<file path="config.mk">
export PLATFORM = sky130hd
export DESIGN_NAME = alu_arbiter
export DESIGN_NICKNAME = d
export VERILOG_FILES = /design/src/rtl/alu_arbiter.sv
export SDC_FILE = /design/constraint.sdc
export NUM_CORES = 1
export LEC_CHECK = 0
export BUFFER_PORTS_ARGS = -buffer_cell sky130_fd_sc_hd__buf_4
export CAP_MARGIN = 30
export CELL_PAD_IN_SITES_DETAIL_PLACEMENT = 0
export CELL_PAD_IN_SITES_GLOBAL_PLACEMENT = 2
export CORE_AREA = 8 8 138 140
export CTS_CLUSTER_DIAMETER = 80
export DETAILED_ROUTE_END_ITERATION = 10
export DIE_AREA = 0 0 146 148
export GPL_TIMING_DRIVEN = 0
export HOLD_SLACK_MARGIN = 0.12
export PLACE_DENSITY = 0.81
export SYNTH_ARGS = -nofsm -noshare
export SYNTH_HDL_FRONTEND = slang
export SYNTH_SLANG_ARGS = --single-unit
</file>
<file path="constraint.sdc">
create_clock -name clk -period 3 [get_ports clk]
set_input_delay 0 -clock clk [delete_from_list [all_inputs] [get_ports clk]]
set_output_delay 0 -clock clk [all_outputs]
set_load 0.01 [all_outputs]
</file>
<file path="src/rtl/alu_arbiter.sv">
// Round-robin arbiter and sequencer that shares one two-cycle registered ALU among NREQ
// requesters, returning each result to its owner over a valid/ready handshake.
module alu_arbiter #(
  parameter int unsigned NREQ    = 4,
  parameter int unsigned DATAW   = 16,
  parameter int unsigned OPS     = 4,
  parameter int unsigned OPCODEW = $clog2(OPS),
  parameter int unsigned IDW     = $clog2(NREQ)
) (
  input  logic                    clk,
  input  logic                    rst_n,
  input  logic [NREQ-1:0]         req_valid,
  output logic [NREQ-1:0]         req_ready,
  input  logic [NREQ*OPCODEW-1:0] req_opcode,
  input  logic [NREQ*DATAW-1:0]   req_dataa,
  input  logic [NREQ*DATAW-1:0]   req_datab,
  output logic [NREQ-1:0]         rsp_valid,
  input  logic [NREQ-1:0]         rsp_ready,
  output logic [DATAW-1:0]        rsp_result,
  output logic [IDW-1:0]          rsp_id,
  output logic [OPCODEW-1:0]      alu_opcode,
  output logic [DATAW-1:0]        alu_dataa,
  output logic [DATAW-1:0]        alu_datab,
  input  logic [DATAW-1:0]        alu_result,
  output logic                    busy,
  output logic [15:0]             op_count
);

  typedef enum logic [2:0] {StIdle, StIssue, StHold, StCapt, StResp} state_e;

  state_e              state_q, state_d;
  logic [IDW-1:0]      last_grant_q;
  logic [IDW-1:0]      id_q;
  logic [OPCODEW-1:0]  op_q;
  logic [DATAW-1:0]    a_q, b_q, result_q;
  logic [15:0]         count_q;
  logic                busy_q;

  logic [OPCODEW-1:0]  op_arr [NREQ];
  logic [DATAW-1:0]    a_arr  [NREQ];
  logic [DATAW-1:0]    b_arr  [NREQ];

  for (genvar i = 0; i < NREQ; i++) begin : g_unpack
    assign op_arr[i] = req_opcode[i*OPCODEW +: OPCODEW];
    assign a_arr[i]  = req_dataa[i*DATAW +: DATAW];
    assign b_arr[i]  = req_datab[i*DATAW +: DATAW];
  end

  logic [IDW-1:0] grant_id, cand;
  logic           grant_found;
  logic           accept, resp_done;

  // Search starts one past the last winner so every requester gets a turn.
  always_comb begin
    grant_id    = '0;
    grant_found = 1'b0;
    cand        = '0;
    for (int unsigned k = 1; k <= NREQ; k++) begin
      cand = IDW'((32'(last_grant_q) + k) % NREQ);
      if (!grant_found && req_valid[cand]) begin
        grant_found = 1'b1;
        grant_id    = cand;
      end
    end
  end

  assign accept    = (state_q == StIdle) && grant_found;
  assign resp_done = (state_q == StResp) && rsp_ready[id_q];

  always_comb begin
    state_d = state_q;
    case (state_q)
      StIdle:  if (accept) state_d = StIssue;
      StIssue: state_d = StHold;
      StHold:  state_d = StCapt;
      StCapt:  state_d = StResp;
      StResp:  if (resp_done) state_d = StIdle;
      default: state_d = StIdle;
    endcase
  end

  always_comb begin
    req_ready = '0;
    rsp_valid = '0;
    for (int unsigned i = 0; i < NREQ; i++) begin
      req_ready[i] = accept && (grant_id == IDW'(i));
      rsp_valid[i] = (state_q == StResp) && (id_q == IDW'(i));
    end
  end

  always_ff @(posedge clk or negedge rst_n) begin
    if (!rst_n) begin
      state_q      <= StIdle;
      last_grant_q <= IDW'(NREQ - 1);
      id_q         <= '0;
      op_q         <= '0;
      a_q          <= '0;
      b_q          <= '0;
      result_q     <= '0;
      count_q      <= '0;
      busy_q       <= 1'b0;
    end else begin
      state_q <= state_d;
      busy_q  <= (state_d != StIdle);
      if (accept) begin
        op_q         <= op_arr[grant_id];
        a_q          <= a_arr[grant_id];
        b_q          <= b_arr[grant_id];
        id_q         <= grant_id;
        last_grant_q <= grant_id;
      end
      if (state_q == StCapt) result_q <= alu_result;
      if (resp_done) count_q <= count_q + 16'd1;
    end
  end

  assign alu_opcode = op_q;
  assign alu_dataa  = a_q;
  assign alu_datab  = b_q;
  assign rsp_result = result_q;
  assign rsp_id     = id_q;
  assign busy       = busy_q;
  assign op_count   = count_q;

endmodule

</file>
## Word level (Yosys, flattened, before mapping)

Cells that the tools add are included.

- Add/sub/neg operators: 5
- Magnitude comparators: 6
- Equal/unequal tests: 10
- Multiplexer cells: 30
- Reduce and logical (&&, ||, !) cells: 20
- Bitwise gates (word level): 1

Operator list:

| kind | number |
|---|---|
| $bmux W16 S2 | 2 |
| $mux W16 | 4 |
| $add A16 B1 Y16 const B | 1 |
| $lt A2 B3 Y1 const B | 5 |
| $pmux W3 S5 | 1 |
| $logic_and A1 B1 Y1 | 13 |
| $mux W2 | 6 |
| $bmux W1 S2 | 5 |
| $mux W1 | 9 |
| $eq A2 B2 Y1 const B | 4 |
| $eq A3 B2 Y1 const B | 2 |
| $mux W3 | 2 |
| $add A2 B1 Y2 const B | 2 |
| $add A2 B2 Y2 const B | 2 |
| $bmux W2 S2 | 1 |
| $eq A2 B1 Y1 const B | 2 |
| $logic_not A2 Y1 | 2 |
| $eq A3 B1 Y1 const B | 1 |
| $eq A3 B3 Y1 const B | 1 |
| $ge A3 B3 Y1 const B | 1 |
| $logic_not A1 Y1 | 3 |
| $logic_not A3 Y1 | 1 |
| $not A2 Y3 | 1 |
| $reduce_bool A3 Y1 | 1 |

- Register bits: 74
- Word-level logic and storage cells: 81
- Bits of input ports: 162
- Output and inout port bits: 77

## Longest topological paths before layout

Gate-level depths: netlist (run 1).

- Depth in word-level cells: 17
- Depth in mapped cells: 9
- Mapped depth without buffers: 5

## Least setup slack after synthesis (run 1)

Ideal clock, no wire load.

- Path type: reg2reg
- Start point: register last_grant_q[1]
- End point: register a_q[0], in the netlist alu_dataa[0]
- Library setup time: 0.126 ns
- Data arrival time: 2.042 ns
- Stages on the path, launching flop included: 8
- Required time: 2.874 ns
- Clock period less this slack: 2.168 ns
- Path buffers: 2
- Path slack: 0.832 ns
- Cell sequence: dfstp_2 -> buf_2 -> mux2i_1 -> o22ai_2 -> a21oi_2 -> buf_2 -> mux2_2 -> a221o_1

- Cells in the longest elaborated chain, start to end: 17
- Elaborated cells on any way between the ends: 31
- Those cells by class: add/sub: 4; mux: 19; bitwise: 1; reduce/logical: 7

Ends and longest elaborated chain:

| item | RTL line | source |
|---|---|---|
| from (decl) | 32 | `logic [IDW-1:0] last_grant_q;` |
| from (signal assigned) | 94 | `last_grant_q <= IDW'(NREQ - 1);` |
| from (signal assigned) | 110 | `last_grant_q <= grant_id;` |
| $add A2 B1 Y2 | 59 | `cand = IDW'((32'(last_grant_q) + k) % NREQ);` |
| $bmux W1 S2 | 60 | `if (!grant_found && req_valid[cand]) begin` |
| $mux W1 (implied by the code) | 60 |  |
| $mux W1 | 60 |  |
| $logic_not A1 Y1 | 60 |  |
| $logic_and A1 B1 Y1 | 60 |  |
| $mux W1 | 60 |  |
| $logic_not A1 Y1 | 60 |  |
| $logic_and A1 B1 Y1 | 60 |  |
| $mux W1 | 60 |  |
| $logic_not A1 Y1 | 60 |  |
| $logic_and A1 B1 Y1 | 60 |  |
| $mux W2 | 60 |  |
| $not A2 Y3 (implied by the code) | 107 | `a_q <= a_arr[grant_id];` |
| $bmux W16 S2 | 107 |  |
| $mux W16 (implied by the code) (2 in a row) | 107 |  |
| to (signal assigned) | 107 |  |
| to (decl) | 35 | `logic [DATAW-1:0] a_q, b_q, result_q;` |

Several ways; a longest one is shown, not always the timed one. The select of a mux whose other input is x is not followed.
A chain may end at the register's enable or synchronous reset.

## Worst setup path in the final report (run 1)

- Start point: register last_grant_q[1]
- End point: register b_q[7], in the netlist alu_datab[7]

- Cells in the longest elaborated chain, start to end: 17
- Elaborated cells on any way between the ends: 31
- Those cells by class: add/sub: 4; mux: 19; bitwise: 1; reduce/logical: 7

Ends and longest elaborated chain:

| item | RTL line | source |
|---|---|---|
| $add A2 B1 Y2 | 59 |  |
| $bmux W1 S2 | 60 |  |
| $mux W1 (implied by the code) | 60 |  |
| $mux W1 | 60 |  |
| $logic_not A1 Y1 | 60 |  |
| $logic_and A1 B1 Y1 | 60 |  |
| $mux W1 | 60 |  |
| $logic_not A1 Y1 | 60 |  |
| $logic_and A1 B1 Y1 | 60 |  |
| $mux W1 | 60 |  |
| $logic_not A1 Y1 | 60 |  |
| $logic_and A1 B1 Y1 | 60 |  |
| $mux W2 | 60 |  |
| $not A2 Y3 (implied by the code) | 108 | `b_q <= b_arr[grant_id];` |
| $bmux W16 S2 | 108 |  |
| $mux W16 (implied by the code) (2 in a row) | 108 |  |
| to (signal assigned) | 108 |  |
| to (decl) | 35 |  |

Several ways; a longest one is shown, not always the timed one. The select of a mux whose other input is x is not followed.

==> impl_metrics.env, run 1 <==
export IMPL_status="finished, final reports clean"
export IMPL_pwr_share_seq_pct=27.2
export IMPL_yosysMostFrequentCell="dfrtp_1"
export IMPL_dieArea_um2=21610
export IMPL_yosysWarnings=0
export IMPL_final_layout_size_suffix_gt1_share_pct=44.23
export IMPL_post_cts_buffers=0
export IMPL_period_share_pct=94.99
export IMPL_synth_nets=549
export IMPL_fin_ws_ns=0.1502
export IMPL_syn_area_um2=4269
export IMPL_slew_headroom_pct=43.08
export IMPL_met1_length_mm=7.693
export IMPL_num_rows=48
export IMPL_n_fill_cell=1559
export IMPL_maxCapViolCount=0
export IMPL_async_reset_ff_share_pct=100.0
export IMPL_viasPerCell=4.757
export IMPL_cts_tree="built"
export IMPL_synth_top_cell_area_share_pct=42.20
export IMPL_stdcell_count=1006
export IMPL_end_kind="flip-flop"
export IMPL_ant_nets=0
export IMPL_ioPinCount=239
export IMPL_arrival_ns=3.07
export IMPL_hp_class="input port to flip-flop"
export IMPL_p_comb_share_pct=56.9
export IMPL_avgSynthCellArea_um2=11.06
export IMPL_critPathRequiredTime_ns=3.22
export IMPL_gr_total_overflow=0
export IMPL_grt_usage_pct=17.14
export IMPL_die_y_um=148
export IMPL_clk_root_buffer_cell="clkbuf_16"
export IMPL_wl_per_cell_um=18.51
export IMPL_drt_initial_drc_count=233
export IMPL_antenna_found_initial=1
export IMPL_core_area_um2=16940
export IMPL_peakVddDrop_uv=329.8
export IMPL_highest_layer="met4"
export IMPL_intPower_uw=3848
export IMPL_synthCells=386
export IMPL_initial_core_util_pct=25.21
export IMPL_portBuffers=238
export IMPL_hpwl_mm=13.08
export IMPL_synth_edf_count=0
export IMPL_synth_ff_type="dfrtp_1"
export IMPL_fin_worst_skew_ns=0.006735
export IMPL_routed_wl_met2_mm=9.007
export IMPL_clock_fmax_mhz=350.9
export IMPL_multi_input_area_um2=2227
export IMPL_worst_slew_pin_slew_ns=0.8507
export IMPL_cellPowerDensity_nw_per_um2=783.8
export IMPL_cts_sinks=74
export IMPL_fin_worst_hold_slack_ns=0.1138
export IMPL_p_sw_share_pct=39.07
export IMPL_finalSetupViolCount=0
export IMPL_fin_tns_setup_ns=0
export IMPL_dp_cells=849
export IMPL_first_global_vias=5450
export IMPL_syn2layout_area_growth_pct=88.72
export IMPL_wl_met3_mm=1.311
export IMPL_num_vias=4786
export IMPL_ys_seq_area_share_pct=43.43
export IMPL_drt_pass1_iter_count=4
export IMPL_p_switching_uw=2467
export IMPL_grt_pass1_wl_mm=29.49
export IMPL_clock_latency_ns=0.34
export IMPL_period_minus_slack_ns=2.850
export IMPL_hold_violations=0
export IMPL_cts_max_level=3
export IMPL_power_leakage_uw=0.003773
export IMPL_power_uw=6315
export IMPL_crit_type="flip-flop to flip-flop"
export IMPL_critical_path_startpoint_type="flip-flop"
export IMPL_drc=0
export IMPL_synth_seq_cells=74
export IMPL_cts_buffers=9
export IMPL_grt_max_degree=75
export IMPL_synth_common_cells="dfrtp_1, nand3_1, mux2_2"
export IMPL_pwr_share_clk_pct=15.9
export IMPL_path_max_fanout=10
export IMPL_clk_pin_slew_worst_paths_ns=0.06
export IMPL_place_gp_congestion=0.7938
export IMPL_synth_cell_types=40
export IMPL_drv_slew=0
export IMPL_register_area_um2=1854
export IMPL_cts_buffer_depth=2
export IMPL_synth_top_area_cell="dfrtp_1"
export IMPL_die_w_um=146
export IMPL_rsz0062_at_grt="false"
export IMPL_pre_cts_ws_ns=0.3782
export IMPL_yosys_top_cells_area="dfrtp_1, mux2_2, mux2i_1"
export IMPL_wirelength_mm=18.62
export IMPL_fin_nets=939
## power by group through the flow
stage / clock network [µW] / logic [µW] / registers [µW]
final: 1000 / 3590 / 1720
after global routing: 1070 / 3910 / 1770
after CTS: 1040 / 3610 / 1720
after detailed placement: 0 / 3420 / 1720
after global placement: 0 / 3360 / 1710
after floorplan: 0 / 1840 / 1850
## critical path, cell delays in order (launching register included)
cell,delay [ns]
dfstp_2,0.51
buf_2,0.18
mux2i_1,0.24
o22ai_2,0.15
a21oi_4,0.27
buf_6,0.24
buf_6,0.20
mux2i_1,0.11
dlygate4sd3_1,0.57
a221o_1,0.26
## worst paths after layout
kind	start	to	slack, ns	cells after the start
min in group asynchronous	rst_n	op_count[6]	0.55	3
max in group asynchronous	rst_n	last_grant_q[1]	1.87	4
hold / removal	req_dataa[10]	alu_dataa[10]	0.11	4
setup / recovery	last_grant_q[1]	alu_datab[7]	0.15	9
hold reg to reg	op_count[15]	op_count[15]	0.48	1
setup reg to reg	last_grant_q[1]	alu_datab[7]	0.15	9
## per-stage QoR
step,instance area (µm²),utilization [%]
after CTS,7999,47.23
final,8056,47.57
after floorplan,4269,-
after detailed placement,6337,37.42
after global placement,6337,37.42
after global routing,8056,47.57
## cell usage in the layout, fill, tap and decap left out, types with 7 or more instances in the layout
| cell | count |
|---|---|
| a221o_1 | 34 |
| buf_2 | 9 |
| buf_4 | 238 |
| buf_6 | 7 |
| clkbuf_1 | 11 |
| clkbuf_16 | 9 |
| dfrtp_1 | 72 |
| dlygate4sd3_1 | 140 |
| mux2_2 | 51 |
| mux2i_1 | 35 |
| nand2_1 | 17 |
| nand3_1 | 63 |
| nand3_2 | 9 |
| nor2_1 | 13 |
| xnor2_1 | 11 |
## area by class of cell
class | instances | area share (%)
Antenna cell | 1 | 0.03106
Tap cell | 225 | 3.494
Inverter | 3 | 0.1398
Buffer | 33 | 2.407
Timing Repair Buffer | 379 | 39.91
Clock inverter | 5 | 0.3883
Sequential cell | 74 | 23.02
Clock buffer | 10 | 2.966
Multi-Input combinational cell | 276 | 27.64
## metal layers
metal | vias to the layer above | global-route usage [%]
met2 | 216 | 28.88
met5 | - | 0
met1 | 2302 | 19.67
met4 | 0 | 8.192
met3 | 41 | 5.075
li1 | 2227 | -
## timing repair
| item | CTS | global route |
|---|---|---|
| endpoints found under the setup margin | 0 | 12 |
| gates resized for setup | 0 | 12 |
| hold buffers | 139 | 1 |
| hold endpoints to repair | 122 | 4 |
## flip-flops by register name, summed over array words and instances, names as in the netlist
register,cells
alu_datab,16
alu_dataa,16
busy,1
op_count,16
alu_opcode,2
state_q,3
rsp_result,16
rsp_id,2
last_grant_q,2
## kinds of logic (layout without fill, tap and decap cells)
| kind of cell | after synthesis | after routing | synth area share [%] |
|---|---|---|---|
| AO/OA/AOI/OAI | 45 | 45 | 10.14 |
| flip-flops | 74 | 74 | 43.43 |
| adder cells (fa/ha/maj) | 1 | 1 | 0.2930 |
| other | 0 | 1 | 0 |
| buffers and inverters | 36 | 430 | 4.572 |
| XOR/XNOR | 16 | 16 | 3.282 |
| AND/OR/NAND/NOR | 127 | 127 | 16.09 |
| multiplexers | 87 | 87 | 22.19 |
(Power assumes the default switching activity.)
==> run 2: changes to the inputs <==
==> config.mk (replaced) <==
export PLATFORM = sky130hd
export DESIGN_NAME = alu_arbiter
export DESIGN_NICKNAME = d
export VERILOG_FILES = /design/src/rtl/alu_arbiter.sv
export SDC_FILE = /design/constraint.sdc
export NUM_CORES = 1
export LEC_CHECK = 0
export ABC_AREA = 1
export BUFFER_PORTS_ARGS = -buffer_cell sky130_fd_sc_hd__buf_4
export CAP_MARGIN = 30
export CELL_PAD_IN_SITES_DETAIL_PLACEMENT = 0
export CELL_PAD_IN_SITES_GLOBAL_PLACEMENT = 2
export CORE_AREA = 8 8 149 151
export CTS_CLUSTER_DIAMETER = 80
export DETAILED_ROUTE_END_ITERATION = 10
export DIE_AREA = 0 0 157 159
export GPL_TIMING_DRIVEN = 0
export HOLD_SLACK_MARGIN = 0.12
export PLACE_DENSITY = 0.79
export SYNTH_ARGS = -nofsm -noshare
export SYNTH_HDL_FRONTEND = slang
export SYNTH_SLANG_ARGS = --single-unit
==> run 2 against run 1 <==
Global-route usage down 0.34 points. Routed wire length up 13%. Via count up 18%. First-iteration DRC count up 8.2%. Critical path depth up 8. Synthesized cell count up 53%. Non-clock buffer count up 21. Combinational power up 130%. Clock-buffer cell count down 1. Clock skew down 0.00056 ns. Critical endpoint is now alu_datab[5].
==> impl_metrics.env, run 2 <==
export IMPL_status="finished, final reports clean"
export IMPL_peakVddDrop_uv=528.9
export IMPL_antenna_found_initial=0
export IMPL_synth_ff_type="dfrtp_1"
export IMPL_fin_tns_setup_ns=0
export IMPL_synth_top_area_cell="dfrtp_1"
export IMPL_cts_buffers=9
export IMPL_n_fill_cell=1998
export IMPL_period_minus_slack_ns=2.829
export IMPL_critPathBufInv=5
export IMPL_crit_family="buffers and inverters"
export IMPL_hold_violations=0
export IMPL_cts_sinks=74
export IMPL_power_leakage_uw=0.004187
export IMPL_portBuffers=238
export IMPL_clock_fmax_mhz=353.5
export IMPL_drv_slew=0
export IMPL_synthCells=589
export IMPL_r2r_start="last_grant_q[0]"
export IMPL_core_area_um2=19840
export IMPL_gr_total_overflow=0
export IMPL_yosysWarnings=0
export IMPL_fin_nets=1159
export IMPL_drt_pass1_iter_count=6
export IMPL_critPathRequiredTime_ns=3.23
export IMPL_synth_edf_count=0
export IMPL_crit_path_cell_trace="buf_6 > inv_6 > nand2_1 > nand2_1 > nand2_1 > nand2_1 > nand2_2 > nand2_1 > nand2_1 > nand2_1 > a21oi_4 > buf_4 > clkbuf_4 > nand3_1 > dlygate4sd3_1 > nand3_1 > nand2_1"
export IMPL_r2r_slack_ns=0.17
export IMPL_ys_seq_area_share_pct=41.49
export IMPL_drc=0
export IMPL_ioPinCount=239
export IMPL_period_share_pct=94.29
export IMPL_dieArea_um2=24960
export IMPL_synth_common_cells="nand2_1, nand3_1, dfrtp_1"
export IMPL_grt_pass1_wl_mm=33.05
export IMPL_drt_initial_drc_count=252
export IMPL_synth_nets=752
export IMPL_num_rows=52
export IMPL_critical_path_most_common_cell="nand2_1"
export IMPL_yosys_top_cells_area="dfrtp_1, nand3_1, nand2_1"
export IMPL_cts_tree="built"
export IMPL_synth_seq_cells=74
export IMPL_path_max_fanout=10
export IMPL_fin_worst_skew_ns=0.006179
export IMPL_arrival_ns=3.06
export IMPL_synth_top_cell_area_share_pct=40.31
export IMPL_async_reset_ff_share_pct=100.0
export IMPL_n_antenna_cell=0
export IMPL_wirelength_mm=21.09
export IMPL_clock_latency_ns=0.34
export IMPL_initial_core_util_pct=22.52
export IMPL_die_y_um=159
export IMPL_first_global_vias=6075
export IMPL_yosysMostFrequentCell="nand2_1"
export IMPL_clk_root_buffer_cell="clkbuf_16"
export IMPL_cts_buffer_depth=2
export IMPL_place_gp_congestion=0.7881
export IMPL_layout_commonest_cell="buf_4"
export IMPL_power_uw=10940
export IMPL_utilization_pct=42.94
export IMPL_slew_headroom_pct=63.53
export IMPL_critical_path_startpoint_type="flip-flop"
export IMPL_viasPerCell=4.430
export IMPL_final_layout_size_suffix_gt1_share_pct=33.37
export IMPL_clk_pin_slew_worst_paths_ns=0.07
export IMPL_worst_slew_pin_slew_ns=0.5470
export IMPL_avgSynthCellArea_um2=7.588
export IMPL_hp_class="input port to asynchronous set/reset pin"
export IMPL_final_cell_mix="buf_4, nand2_1, nand3_1, dlygate4sd3_1, dfrtp_1"
export IMPL_maxCapViolCount=0
export IMPL_ant_nets=0
export IMPL_fin_worst_hold_slack_ns=0.1736
export IMPL_max_stage_delay_ns=0.57
export IMPL_die_w_um=157
export IMPL_cts_max_level=3
export IMPL_rsz0062_at_grt="false"
export IMPL_syn2layout_area_growth_pct=90.65
export IMPL_finalSetupViolCount=0
export IMPL_cellPowerDensity_nw_per_um2=1284
export IMPL_worstSetupStartpoint="last_grant_q[0]"
export IMPL_slowest_stage="dlygate4sd3_1"
export IMPL_wl_per_cell_um=16.59
export IMPL_synth_cell_types=30
export IMPL_num_vias=5630
export IMPL_end_kind="flip-flop"
export IMPL_grt_usage_pct=16.80
export IMPL_grt_max_degree=46
export IMPL_crit_type="flip-flop to flip-flop"
export IMPL_syn_area_um2=4469
export IMPL_hpwl_mm=15.42
-- run 2: changes by cell type in the layout (fill, tap and decap cells not counted), moves of 5 or more --
cell | before | now
a221o_1 | 34 | 0
buf_2 | 9 | 16
clkbuf_4 | 0 | 5
dlygate4sd3_1 | 140 | 155
inv_1 | 3 | 19
mux2_2 | 51 | 16
mux2i_1 | 35 | 0
nand2_1 | 17 | 187
nand2_2 | 0 | 7
nand3_1 | 63 | 181
-- run 2: worst register-to-register path: cells and delay by family (launching register included) --
| family | cells | cell delay [ns] |
|---|---|---|
| buffers and inverters | 5 | 1.11 |
| and+or+nand+nor | 11 | 0.92 |
| DFF | 1 | 0.52 |
| AOI/OAI and AO/OA | 1 | 0.16 |
-- run 2: per-layer routing --
metal  vias to the layer above  GRT usage (%)  wire [µm]
met5                         -              0          0
met3                        14          6.026       2019
met4                         0          4.152        267
met2                       201          28.16      10000
li1                       2775              -          -
met1                      2640          19.96       8797
-- run 2: logic make-up after synthesis --
logic type | Yosys count | synth area share [%]
muxes | 16 | 4.031
xor gates and xnor gates | 15 | 2.940
adders and majority gates | 1 | 0.2799
buffers and inverters | 61 | 6.691
and+or+nand+nor | 414 | 43.42
AOI/OAI and AO/OA | 8 | 1.148
DFF | 74 | 41.49
-- run 2: layout make-up --
class / count / area, µm² / share of cell area, %
clock buffers: 9 / 225.2 / 2.643
clock inverters: 7 / 83.83 / 0.9838
flip-flops and latches: 74 / 1854 / 21.76
repair buffers: 396 / 3381 / 39.68
inverters: 24 / 95.09 / 1.116
well taps: 270 / 337.8 / 3.965
plain buffers: 37 / 227.7 / 2.673
multi-input cells: 454 / 2316 / 27.18
-- run 2: worst paths after layout --
path,endpoint,cells past startpoint
setup / recovery,alu_datab[5],17
hold / removal,alu_dataa[15],2
setup reg to reg,alu_datab[5],17
hold reg to reg,alu_dataa[13],2
max in group asynchronous,last_grant_q[0],3
min in group clk,op_count[1],6
-- run 2: where the power goes --
| group | switching (µW) | leakage [µW] | total [µW] | internal (µW) |
|---|---|---|---|---|
| logic | 4210 | 0.00312 | 8090 | 3880 |
| clock network | 493 | 0.000149 | 1150 | 661 |
| registers | 255 | 0.000916 | 1690 | 1440 |
-- run 2: timing repair --
item                                   CTS  global route
buffers inserted                         0             2
gates resized for setup                  0            11
hold buffers                           155             0
setup endpoints to repair                0            32
endpoints found under the hold margin  123             0
-- run 2: metrics by stage --
stage | setup WS (ns) | area [µm²] | cells
floorplan | 1.068 | 4469 | 589
global placement | 0.5438 | 6594 | 1097
detailed placement | 0.5542 | 6621 | 1098
CTS | 0.02212 | 8482 | 1269
global route | 0.001471 | 8521 | 1271
finish | 0.1713 | 8521 | 1271
